File: config.mk
export PLATFORM = sky130hd
export DESIGN_NAME = ram_arbiter_flat
export DESIGN_NICKNAME = d
export VERILOG_FILES = /design/src/rtl/ram_arbiter_if.sv /design/src/rtl/ram_arbiter.sv /design/src/flat_wrapper.sv
export SDC_FILE = /design/constraint.sdc
export NUM_CORES = 1
export LEC_CHECK = 0
export ABC_CLOCK_PERIOD_IN_PS = 2200
export BUFFER_PORTS_ARGS = -buffer_cell sky130_fd_sc_hd__buf_2
export CAP_MARGIN = 20
export CORE_AREA = 2 2 170 172
export DETAILED_ROUTE_END_ITERATION = 16
export DIE_AREA = 0 0 172 174
export SLEW_MARGIN = 0
export SYNTH_ARGS = -nofsm -noshare
export SYNTH_HDL_FRONTEND = slang
export SYNTH_SLANG_ARGS = --single-unit
export TNS_END_PERCENT = 20
File: constraint.sdc
create_clock -name CLK -period 2.2 [get_ports CLK]
set_input_delay 0.44 -clock CLK [delete_from_list [all_inputs] [get_ports CLK]]
set_output_delay 0.44 -clock CLK [all_outputs]
set_load 0.01 [all_outputs]
File: src/rtl/ram_arbiter_if.sv
// Request, wait/load and RAM-port signals shared between the cores, the RAM model and ram_arbiter.
// The arbiter connects through the slave modport, and the cores and RAM side connect through the master modport.
interface ram_arbiter_if #(
    parameter int CPUS = 2
);
    logic [CPUS-1:0]       iREN;
    logic [CPUS-1:0][31:0] iaddr;
    logic [CPUS-1:0]       dREN;
    logic [CPUS-1:0]       dWEN;
    logic [CPUS-1:0][31:0] daddr;
    logic [CPUS-1:0][31:0] dstore;
    logic [CPUS-1:0]       iwait;
    logic [CPUS-1:0]       dwait;
    logic [CPUS-1:0][31:0] iload;
    logic [CPUS-1:0][31:0] dload;
    logic                  ramREN;
    logic                  ramWEN;
    logic [31:0]           ramaddr;
    logic [31:0]           ramstore;
    logic [31:0]           ramload;
    logic [1:0]            ramstate;

    modport slave (
        input  iREN, iaddr, dREN, dWEN, daddr, dstore, ramload, ramstate,
        output iwait, dwait, iload, dload, ramREN, ramWEN, ramaddr, ramstore
    );

    modport master (
        output iREN, iaddr, dREN, dWEN, daddr, dstore, ramload, ramstate,
        input  iwait, dwait, iload, dload, ramREN, ramWEN, ramaddr, ramstore
    );
endinterface

File: src/rtl/ram_arbiter.sv
// ram_arbiter shares a single RAM port between CPUS cores. Data requests have priority over instruction requests.
// Within each class the cores are served round-robin, and a starvation counter forces an instruction grant after STARVE_LIMIT data grants.
module ram_arbiter #(
    parameter int CPUS         = 2,
    parameter int STARVE_LIMIT = 4
) (
    input logic         CLK,
    input logic         nRST,
    ram_arbiter_if.slave bus
);
    localparam int         IW         = (CPUS > 1) ? $clog2(CPUS) : 1;
    localparam logic [1:0] RAM_ACCESS = 2'd2;
    localparam logic [3:0] LIMIT      = 4'(STARVE_LIMIT);

    typedef enum logic {IDLE, SERVE} state_t;

    state_t          state, next_state;
    logic            grant_d, next_grant_d;
    logic [IW-1:0]   grant_core, next_grant_core;
    logic [IW-1:0]   i_ptr, next_i_ptr;
    logic [IW-1:0]   d_ptr, next_d_ptr;
    logic [3:0]      starve_cnt, next_starve_cnt;

    logic [CPUS-1:0] dreq;
    logic            any_i, any_d, pick_d, live, done;

    // Return the first requesting core at or after ptr, wrapping modulo CPUS.
    function automatic logic [IW-1:0] rr_pick(input logic [CPUS-1:0] req, input logic [IW-1:0] ptr);
        logic          found;
        logic [IW-1:0] idx;
        rr_pick = ptr;
        found   = 1'b0;
        for (int k = 0; k < CPUS; k++) begin
            idx = IW'((int'(ptr) + k) % CPUS);
            if (!found && req[idx]) begin
                rr_pick = idx;
                found   = 1'b1;
            end
        end
    endfunction

    function automatic logic [IW-1:0] wrap_inc(input logic [IW-1:0] v);
        wrap_inc = (v == IW'(CPUS - 1)) ? '0 : v + 1'b1;
    endfunction

    always_comb begin
        dreq   = bus.dREN | bus.dWEN;
        any_i  = |bus.iREN;
        any_d  = |dreq;
        pick_d = any_d && !((starve_cnt == LIMIT) && any_i);
        live   = grant_d ? dreq[grant_core] : bus.iREN[grant_core];
        done   = (state == SERVE) && live && (bus.ramstate == RAM_ACCESS);
    end

    // NOTE: sequential state uses non-blocking assignments so every register samples pre-edge values.
    always_ff @(posedge CLK, negedge nRST) begin
        if (!nRST) begin
            state      <= IDLE;
            grant_d    <= 1'b0;
            grant_core <= '0;
            i_ptr      <= '0;
            d_ptr      <= '0;
            starve_cnt <= '0;
        end else begin
            state      <= next_state;
            grant_d    <= next_grant_d;
            grant_core <= next_grant_core;
            i_ptr      <= next_i_ptr;
            d_ptr      <= next_d_ptr;
            starve_cnt <= next_starve_cnt;
        end
    end

    // NOTE: every output and next-value gets a default first, so no path through the case infers a latch.
    always_comb begin
        next_state      = state;
        next_grant_d    = grant_d;
        next_grant_core = grant_core;
        next_i_ptr      = i_ptr;
        next_d_ptr      = d_ptr;
        next_starve_cnt = starve_cnt;
        bus.ramREN      = 1'b0;
        bus.ramWEN      = 1'b0;
        bus.ramaddr     = '0;
        bus.ramstore    = '0;
        bus.iwait       = bus.iREN;
        bus.dwait       = dreq;
        bus.iload       = '0;
        bus.dload       = '0;

        case (state)
            IDLE: begin
                if (any_d || any_i) begin
                    next_state      = SERVE;
                    next_grant_d    = pick_d;
                    next_grant_core = pick_d ? rr_pick(dreq, d_ptr) : rr_pick(bus.iREN, i_ptr);
                end
            end
            SERVE: begin
                // A withdrawn request aborts the grant and leaves the pointers and counters untouched.
                if (!live) begin
                    next_state = IDLE;
                end else begin
                    if (grant_d) begin
                        bus.ramWEN   = bus.dWEN[grant_core];
                        bus.ramREN   = bus.dREN[grant_core] & ~bus.dWEN[grant_core];
                        bus.ramaddr  = bus.daddr[grant_core];
                        bus.ramstore = bus.dstore[grant_core];
                    end else begin
                        bus.ramREN  = 1'b1;
                        bus.ramaddr = bus.iaddr[grant_core];
                    end
                    if (done) begin
                        next_state = IDLE;
                        if (grant_d) begin
                            bus.dwait[grant_core] = 1'b0;
                            bus.dload[grant_core] = bus.ramload;
                            next_d_ptr            = wrap_inc(grant_core);
                            if (!any_i)
                                next_starve_cnt = '0;
                            else if (starve_cnt != LIMIT)
                                next_starve_cnt = starve_cnt + 4'd1;
                        end else begin
                            bus.iwait[grant_core] = 1'b0;
                            bus.iload[grant_core] = bus.ramload;
                            next_i_ptr            = wrap_inc(grant_core);
                            next_starve_cnt       = '0;
                        end
                    end
                end
            end
            default: next_state = IDLE;
        endcase
    end
endmodule

File: src/flat_wrapper.sv
// flat-port wrapper written by rule: the top's interface ports become plain ports
module ram_arbiter_flat 
#(
    parameter int CPUS         = 2,
    parameter int STARVE_LIMIT = 4
)
  (CLK, nRST, bus_iREN, bus_iaddr, bus_dREN, bus_dWEN, bus_daddr, bus_dstore, bus_ramload, bus_ramstate, bus_iwait, bus_dwait, bus_iload, bus_dload, bus_ramREN, bus_ramWEN, bus_ramaddr, bus_ramstore);
  ram_arbiter_if #(.CPUS(CPUS)) bus_i ();
  input logic CLK;
  input logic nRST;
  input wire logic [$bits(bus_i.iREN)-1:0] bus_iREN;
  input wire logic [$bits(bus_i.iaddr)-1:0] bus_iaddr;
  input wire logic [$bits(bus_i.dREN)-1:0] bus_dREN;
  input wire logic [$bits(bus_i.dWEN)-1:0] bus_dWEN;
  input wire logic [$bits(bus_i.daddr)-1:0] bus_daddr;
  input wire logic [$bits(bus_i.dstore)-1:0] bus_dstore;
  input wire logic [$bits(bus_i.ramload)-1:0] bus_ramload;
  input wire logic [$bits(bus_i.ramstate)-1:0] bus_ramstate;
  output wire logic [$bits(bus_i.iwait)-1:0] bus_iwait;
  output wire logic [$bits(bus_i.dwait)-1:0] bus_dwait;
  output wire logic [$bits(bus_i.iload)-1:0] bus_iload;
  output wire logic [$bits(bus_i.dload)-1:0] bus_dload;
  output wire logic [$bits(bus_i.ramREN)-1:0] bus_ramREN;
  output wire logic [$bits(bus_i.ramWEN)-1:0] bus_ramWEN;
  output wire logic [$bits(bus_i.ramaddr)-1:0] bus_ramaddr;
  output wire logic [$bits(bus_i.ramstore)-1:0] bus_ramstore;
  assign bus_i.iREN = bus_iREN;
  assign bus_i.iaddr = bus_iaddr;
  assign bus_i.dREN = bus_dREN;
  assign bus_i.dWEN = bus_dWEN;
  assign bus_i.daddr = bus_daddr;
  assign bus_i.dstore = bus_dstore;
  assign bus_i.ramload = bus_ramload;
  assign bus_i.ramstate = bus_ramstate;
  assign bus_iwait = bus_i.iwait;
  assign bus_dwait = bus_i.dwait;
  assign bus_iload = bus_i.iload;
  assign bus_dload = bus_i.dload;
  assign bus_ramREN = bus_i.ramREN;
  assign bus_ramWEN = bus_i.ramWEN;
  assign bus_ramaddr = bus_i.ramaddr;
  assign bus_ramstore = bus_i.ramstore;
  ram_arbiter #(.CPUS(CPUS), .STARVE_LIMIT(STARVE_LIMIT)) u_core (.CLK(CLK), .nRST(nRST), .bus(bus_i));
endmodule
### After elaboration in Yosys (flattened, before gate mapping)

Index checks and enable logic that the tools add are counted.
W data, S select, Z words.

| word-level totals | value |
|---|---|
| register bits after elaboration | 9 |
| bits of input ports | 234 |
| output and inout bits | 198 |
| word-level logic and storage cells | 118 |

| operators by class | value |
|---|---|
| add/subtract/negate cells | 4 |
| $lt $le $gt $ge | 6 |
| equality and inequality tests | 4 |
| multiplexer cells | 72 |
| bitwise logic cells | 9 |
| reductions and logical operators | 17 |

Operators with widths:

| kind | number |
|---|---|
| $mux W64 | 8 |
| $mux W32 | 13 |
| $and A64 B64 Y64 | 1 |
| $mux W1 | 37 |
| $demux W32 S1 | 1 |
| $mux W2 | 8 |
| $mux W4 | 3 |
| $reduce_and A4 Y1 | 3 |
| $lt A1 B2 Y1 const B | 5 |
| $logic_and A1 B1 Y1 | 7 |
| $add A4 B1 Y4 const B | 1 |
| $and A2 B2 Y2 | 2 |
| $eq A4 B3 Y1 const B | 1 |
| $ne A4 B3 Y1 const B | 1 |
| $reduce_or A2 Y1 | 2 |
| $add A1 B1 Y1 const B | 3 |
| $logic_not A1 Y1 | 3 |
| $ne A3 B3 Y1 const B | 1 |
| $not A1 Y1 | 3 |
| $eq A2 B2 Y1 const B | 1 |
| $not A2 Y2 | 1 |
| $or A2 B2 Y2 | 1 |
| $pmux W1 S2 | 1 |
| $reduce_and A2 Y1 | 1 |
| other kinds (4) | 4 |

### Logic depth before layout (Yosys ltp)

Gate-level depths: netlist of the first run.

| depth | value |
|---|---|
| word-level depth | 10 |
| mapped depth | 7 |
| gate-level depth less buffers | 7 |

### Worst setup path before layout of the first run

OpenSTA, ideal clock, no wires.

| timing path | value |
|---|---|
| path type | in2out |
| start point | input bus_ramstate[0] |
| end point | output bus_dload[10] |
| arrival | 1.513 ns |
| required time | 1.760 ns |
| path slack | 0.247 ns |
| stages | 6 |
| path buffers | 1 |
| path through | nand3b_2 -> inv_1 -> nand2_1 -> nor2_1 -> clkbuf_1 -> and2_1 |

| between the ends | value |
|---|---|
| longest elaborated chain between the ends | 5 |

RTL lines:

| item | RTL line | source |
|---|---|---|
| from (decl) | flat_wrapper.sv:18 | `input wire logic [$bits(bus_i.ramstate)-1:0] bus_ramstate;` |
| $eq A2 B2 Y1 | ram_arbiter.sv:52 | `done = (state == SERVE) && live && (bus.ramstate == RAM_ACCESS);` |
| $logic_and A1 B1 Y1 | ram_arbiter.sv:52 |  |
| $mux W64 | ram_arbiter.sv:113 | `if (done) begin` |
| $mux W64 | ram_arbiter.sv:101 | `if (!live) begin` |
| $mux W64 | ram_arbiter.sv:91 | `case (state)` |
| to (decl) | flat_wrapper.sv:22 | `output wire logic [$bits(bus_i.dload)-1:0] bus_dload;` |

Every way passes these cells.

### Worst setup path in the final report of the first run

| timing path | value |
|---|---|
| start point | register u_core.grant_core |
| end point | output bus_ramaddr[26] |

| between the ends | value |
|---|---|
| longest elaborated chain between the ends | 5 |
| elaborated cells on any way between the ends | 12 |

RTL lines:

| item | RTL line | source |
|---|---|---|
| from (decl) | ram_arbiter.sv:19 | `logic [IW-1:0] grant_core, next_grant_core;` |
| from (signal assigned) | ram_arbiter.sv:67 | `grant_core <= next_grant_core;` |
| $mux W32 (not written as such) (tied with other cells) (2 in a row) | ram_arbiter.sv:111 | `bus.ramaddr = bus.iaddr[grant_core];` |
| $mux W32 or $mux W1 (tied branches) | ram_arbiter.sv:104, ram_arbiter.sv:51 |  |
| $mux W32 * | ram_arbiter.sv:101 |  |
| $mux W32 * | ram_arbiter.sv:91 |  |
| to (decl) | flat_wrapper.sv:25 | `output wire logic [$bits(bus_i.ramaddr)-1:0] bus_ramaddr;` |

Mark *: on every way between the ends. The rest lies on a longest branch, timed or not. The select of a mux whose other input is x is not followed.

==> impl_metrics.tcl, run 1 <==
set metrics [dict create \
    status "complete, but fails checks" \
    violations "negative setup slack" \
    tightest_slew_ns 0.3928 \
    seq_area_frac_synth 0.07608 \
    rows 62 \
    synthToLayoutAreaGrowth_pct 109.0 \
    power.density_nw_per_um2 820.6 \
    antenna_found_initial 5 \
    yosysMostFrequentCell "and2_1" \
    hold_buffers 0 \
    min_path_type "input pin to asynchronous set/reset pin" \
    synth_top_area_share 0.2705 \
    clk_path_buf_depth 2 \
    reg2reg_slack_ns 0.37 \
    setup_tns_ns -1.188 \
    synth-edff-count 0 \
    leakagePower_nw 3.470 \
    slew-limit-headroom 0.7353 \
    drive_gt1_frac 0.6555 \
    ys_top_cells_by_count "and2_1 (128), nor2_1 (44), nor2b_1 (35)" \
    grt_pass1_wl_um 23760 \
    path_max_fanout 9 \
    critPathKind "flip-flop to primary output" \
    regArea_um2 231.5 \
    cp_cell_sequence "o21bai_4 -> a21boi_4 -> o21ai_4 -> buf_12 -> clkbuf_16 -> nor2b_1 -> buf_2" \
    grt_pass1_vias 4073 \
    synth_area_leaders "and2_1 (27%), mux4_2 (24%), mux2i_1 (11%)" \
    fin_worst_skew_ns 0.002790 \
    first_pass_iters 4 \
    start_util 0.1048 \
    wl_per_cell_um 15.31 \
    hold_violations 0 \
    synth.distinct_cells 35 \
    worstRegToRegCells 6 \
    cts_root_buf "clkbuf_16" \
    die_area_um2 29930 \
    cts_made_buffers 3 \
    final_net_count 1044 \
    grt.met3_usage 0.02300 \
    dp_hpwl_um 14920 \
    rsz0062_at_grt "yes" \
    syn_inst 366 \
    fmax_ghz 0.4397 \
    drv_cap 0 \
    place_congestion 0.7813 \
    syn-num-nets 602 \
    drc_errors 0 \
    yosysWarnings 0 \
    vdd_ir_drop_max_uv 427.5 \
    place_inst 1172 \
    slowest_delay_ns 0.51 \
    setup_ws_ns -0.07424 \
    cpMaxStageDelayCell "dfrtp_4" \
    slew_violations 0 \
    dieHeight_um 174 \
    cp-end-kind "primary output" \
    n_fill_cell 3216 \
    pre_cts_ws_ns 0.1027 \
    io_buffers 431 \
    grtUsageMet2 0.1876 \
    multi_input_area_um2 2664 \
    grt-busiest-layer "met2" \
    min_period_ns 2.274 \
    grt_overflow 0 \
    synth_flop_cell "dfrtp_1" \
    die-width_um 172 \
    ant_nets 0 \
    reg2reg_from "u_core.grant_core" \
    clock_latency_ns 0.24 \
    htreeDepth 1 \
    ys_seq_elements 9 \
    core-area_um2 28240 \
    required_ns 1.76 \
    cts_tree "yes" \
    viasPerCell 3.709 \
    final_util 0.2192 \
    setup_viol 30 \
    via_count 4428 \
    drtIter0Drc 181 \
    finalCritPeriodShare 1.034 \
    crit_arrival_ns 1.83 \
    grt_usage 0.1045 \
    syn_area_per_cell_um2 8.088 \
    fin_cells 1194 \
    syn_area_um2 2960 \
    startpoint_type "flip-flop" \
    async_flop_share 1.000 \
    use_met1 0.1274 \
    cts_sinks 9 \
    wl_um 18290 \
    reg2reg_to "u_core.starve_cnt[3]" \
    grt_max_degree 35 \
    path_clk_slew_ns 0.04 \
    ios 432 \
    timing.hold.ws_ns 0.06217 \
    synth_top_area_cell "and2_1" \
]
per-layer routing:
layer	wire, µm	up-vias
met5	34	-
met4	280	6
met3	1477	28
met2	9194	201
met1	7299	2057
li1	-	2136
power by group:
| group | leakage (nW) | total [mW] | internal (mW) | switching, mW |
|---|---|---|---|---|
| clock network | 0.0382 | 0.328 | 0.243 | 0.0854 |
| registers | 0.107 | 0.328 | 0.230 | 0.0977 |
| logic | 3.32 | 4.42 | 2.31 | 2.11 |
flip-flops by register name, summed over array words and instances (netlist names):
name,cells
u_core.i_ptr,1
u_core.state,1
u_core.starve_cnt,4
u_core.d_ptr,1
u_core.grant_core,1
u_core.grant_d,1
what timing repair did:
action / CTS / global route
gates resized for setup: 9 / 19
setup endpoints to repair: 32 / 194
buffers inserted: 5 / 6
pin swaps: 1 / 4
gates cloned: 1 / 4
metrics by stage:
| stage | instance area, µm² | total power [mW] |
|---|---|---|
| floorplan | 2960 | 2.585 |
| global placement | 5757 | 4.128 |
| detailed placement | 5757 | 4.145 |
| CTS | 5939 | 4.720 |
| global route | 6183 | 5.440 |
| finish | 6188 | 5.079 |
cell usage in the layout, fill, tap and decap left out, types with 7 or more instances in the layout:
master | synthesis | routed
nor2_1 | 44 | 37
nor2b_1 | 35 | 31
buf_12 | 0 | 11
clkbuf_16 | 0 | 7
mux4_2 | 32 | 32
nand2_1 | 9 | 9
o21ai_0 | 10 | 10
mux2i_1 | 33 | 31
buf_2 | 7 | 429
buf_4 | 4 | 19
and2_1 | 128 | 128
worst max path at each step:
stage,startpoint,end,slack (ns),depth (start not counted)
after global placement,u_core.grant_core,bus_ramaddr[29],0.12,4
final,u_core.grant_core,bus_ramaddr[26],-0.07,7
after floorplan,bus_ramstate[0],bus_dload[10],0.25,6
after CTS,u_core.grant_core,bus_ramaddr[25],-0.06,7
after detailed placement,bus_ramstate[0],bus_iload[36],0.10,7
after global routing,u_core.grant_core,bus_ramaddr[25],-0.12,7
area by class of cell:
class                           instances  area share
Antenna cell                            3    0.001213
Clock buffer                            4     0.01274
Inverter                                6    0.003639
Multi-Input combinational cell        321      0.4304
Sequential cell                         9     0.03740
Tap cell                              384     0.07764
Timing Repair Buffer                  467      0.4369
cell families (layout without fill, tap and decap cells):
logic type / after synthesis / after routing / synth area share
buf+inv: 36 / 477 / 0.05663
other cells: 0 / 3 / 0
fa+ha+maj: 3 / 3 / 0.01183
flops: 9 / 9 / 0.07608
compound gates: 27 / 27 / 0.06509
simple gates: 226 / 226 / 0.4353
mux: 65 / 65 / 0.3550
worst max-delay path: cells and delay by family (launching register included):
kind                   cells  cell delay (ns)
flip-flops                 1             0.51
AO/OA/AOI/OAI              3             0.49
buffers and inverters      3             0.47
AND/OR/NAND/NOR            1             0.11
(Power assumes the default switching activity.)
==> inputs of run 2 (changes only) <==
==> constraint.sdc (replaced) <==
create_clock -name CLK -period 2.2 [get_ports CLK]
set_input_delay 0.33 -clock CLK [delete_from_list [all_inputs] [get_ports CLK]]
set_output_delay 0.33 -clock CLK [all_outputs]
set_load 0.01 [all_outputs]
==> impl_metrics.tcl, run 2 (same netlist as run 1, synthesis figures left out) <==
set metrics [dict create \
    setup_tns_ns 0 \
    reg2reg_to "u_core.starve_cnt[3]" \
    ios 432 \
    setup_viol 0 \
    place_inst 1167 \
    reg2reg_from "u_core.grant_core" \
    crit_arrival_ns 1.86 \
    path_clk_slew_ns 0.04 \
    cp-end-kind "primary output" \
    die-width_um 172 \
    wl_um 17770 \
    synthToLayoutAreaGrowth_pct 105.7 \
    critPathKind "flip-flop to primary output" \
    required_ns 1.87 \
    die_area_um2 29930 \
    dieHeight_um 174 \
    wl_per_cell_um 15.01 \
    hold_depth 3 \
    min_to "u_core.state" \
    cts_made_buffers 3 \
    min_from "bus_ramstate[0]" \
    n_fill_cell 3227 \
    slew_violations 0 \
    finalCritPeriodShare 0.9948 \
    rows 62 \
    dp_hpwl_um 14790 \
    reg2reg_slack_ns 0.47 \
    pre_cts_ws_ns 0.07043 \
    largest_register_ffs 4 \
    path_max_fanout 7 \
    drv_cap 0 \
    first_pass_iters 4 \
    drc_errors 0 \
    clock_latency_ns 0.24 \
    final_net_count 1034 \
    grt_pass1_vias 4199 \
    grt_pass1_wl_um 23850 \
    clk_path_buf_depth 2 \
    core-area_um2 28240 \
    worstRegToRegCells 5 \
    drtIter0Drc 227 \
    power.density_nw_per_um2 819.3 \
    viasPerCell 3.704 \
    fin_area_um2 6091 \
    grt_usage 0.1031 \
    tightest_slew_ns 0.4173 \
    min_period_ns 2.189 \
    min_path_type "input pin to flip-flop" \
    slew-limit-headroom 0.7208 \
    placed_area_um2 5694 \
    start_util 0.1048 \
    final_util 0.2157 \
    grt_overflow 0 \
    via_count 4386 \
    fin_total_pwr_mw 4.990 \
    cts_tree "yes" \
    timing.hold.ws_ns 0.4133 \
    drive_gt1_frac 0.6524 \
    cts_sinks 9 \
    vdd_ir_drop_max_uv 584.3 \
    leakagePower_nw 3.430 \
    ant_nets 0 \
    status "complete, no violations" \
    most-common-layout-cells "buf_2 (426), and2_1 (128), nor2_1 (41)" \
    final_common_cell "buf_2" \
    antenna_found_initial 3 \
    regMostFlops "u_core.starve_cnt" \
    fin_cells 1184 \
    rsz0062_at_grt "yes" \
    grt_max_degree 35 \
    io_buffers 431 \
    htreeDepth 1 \
    place_congestion 0.8182 \
    fin_worst_skew_ns 0.002327 \
    cts_root_buf "clkbuf_16" \
    startpoint_type "flip-flop" \
    setup_ws_ns 0.01142 \
    hold_violations 0 \
    fmax_ghz 0.4569 \
]
run 2: cell types whose count changed in the layout (fill, tap and decap cells not counted), sizes merged:
| cell | before | now |
|---|---|---|
| clkbuf | 8 | 6 |
| buf | 463 | 454 |
| dlygate4sd3 | 0 | 1 |
run 2: metal layers:
layer / wire length (µm) / share of wire / track usage
met1: 7354 / 0.41 / 0.1329
met2: 8750 / 0.49 / 0.1822
met3: 1423 / 0.080 / 0.01730
met5: 0 / 0 / 0
met4: 240 / 0.014 / 0.01576
run 2: report_power, final:
group / leakage [nW] / total, mW / switching (mW) / internal (mW)
combinational: 3.28 / 4.33 / 2.07 / 2.26
clock: 0.0382 / 0.324 / 0.0820 / 0.242
sequential: 0.107 / 0.333 / 0.103 / 0.230
total: 3.43 / 4.99 / 2.26 / 2.73
run 2: worst max-delay path, cell delays in order (launching register included):
cell and delay, ns:
dfrtp_4 0.51, o21bai_4 0.20, a21boi_4 0.23, o21ai_4 0.10, buf_12 0.16, clkbuf_16 0.16, nor2b_1 0.11, buf_2 0.14
run 2: worst max path at each step:
stage / startpoint / endpoint
floorplan: u_core.grant_core / bus_ramREN
global placement: u_core.grant_core / bus_ramstore[11]
detailed placement: u_core.grant_core / bus_ramstore[11]
CTS: u_core.grant_core / bus_ramaddr[29]
global route: u_core.grant_core / bus_ramaddr[26]
finish: u_core.grant_core / bus_ramaddr[23]
run 2: area by class of cell:
| class | count | area, µm² | share of cell area |
|---|---|---|---|
| clock buffer | 4 | 78.83 | 0.01294 |
| timing repair buffer | 457 | 2572 | 0.4224 |
| antenna | 3 | 7.507 | 0.001233 |
| multi-input combinational | 321 | 2698 | 0.4429 |
| tap | 384 | 480.5 | 0.07888 |
| inverter | 6 | 22.52 | 0.003698 |
| sequential | 9 | 231.5 | 0.03800 |
run 2: what timing repair did:
item                                   CTS  global route
endpoints found under the hold margin    9             0
hold buffers                             1             0
gates resized for setup                  3            33
pin swaps                                1             3
cloned                                   0             3
setup endpoints to repair               38            28
buffers inserted                         0             6
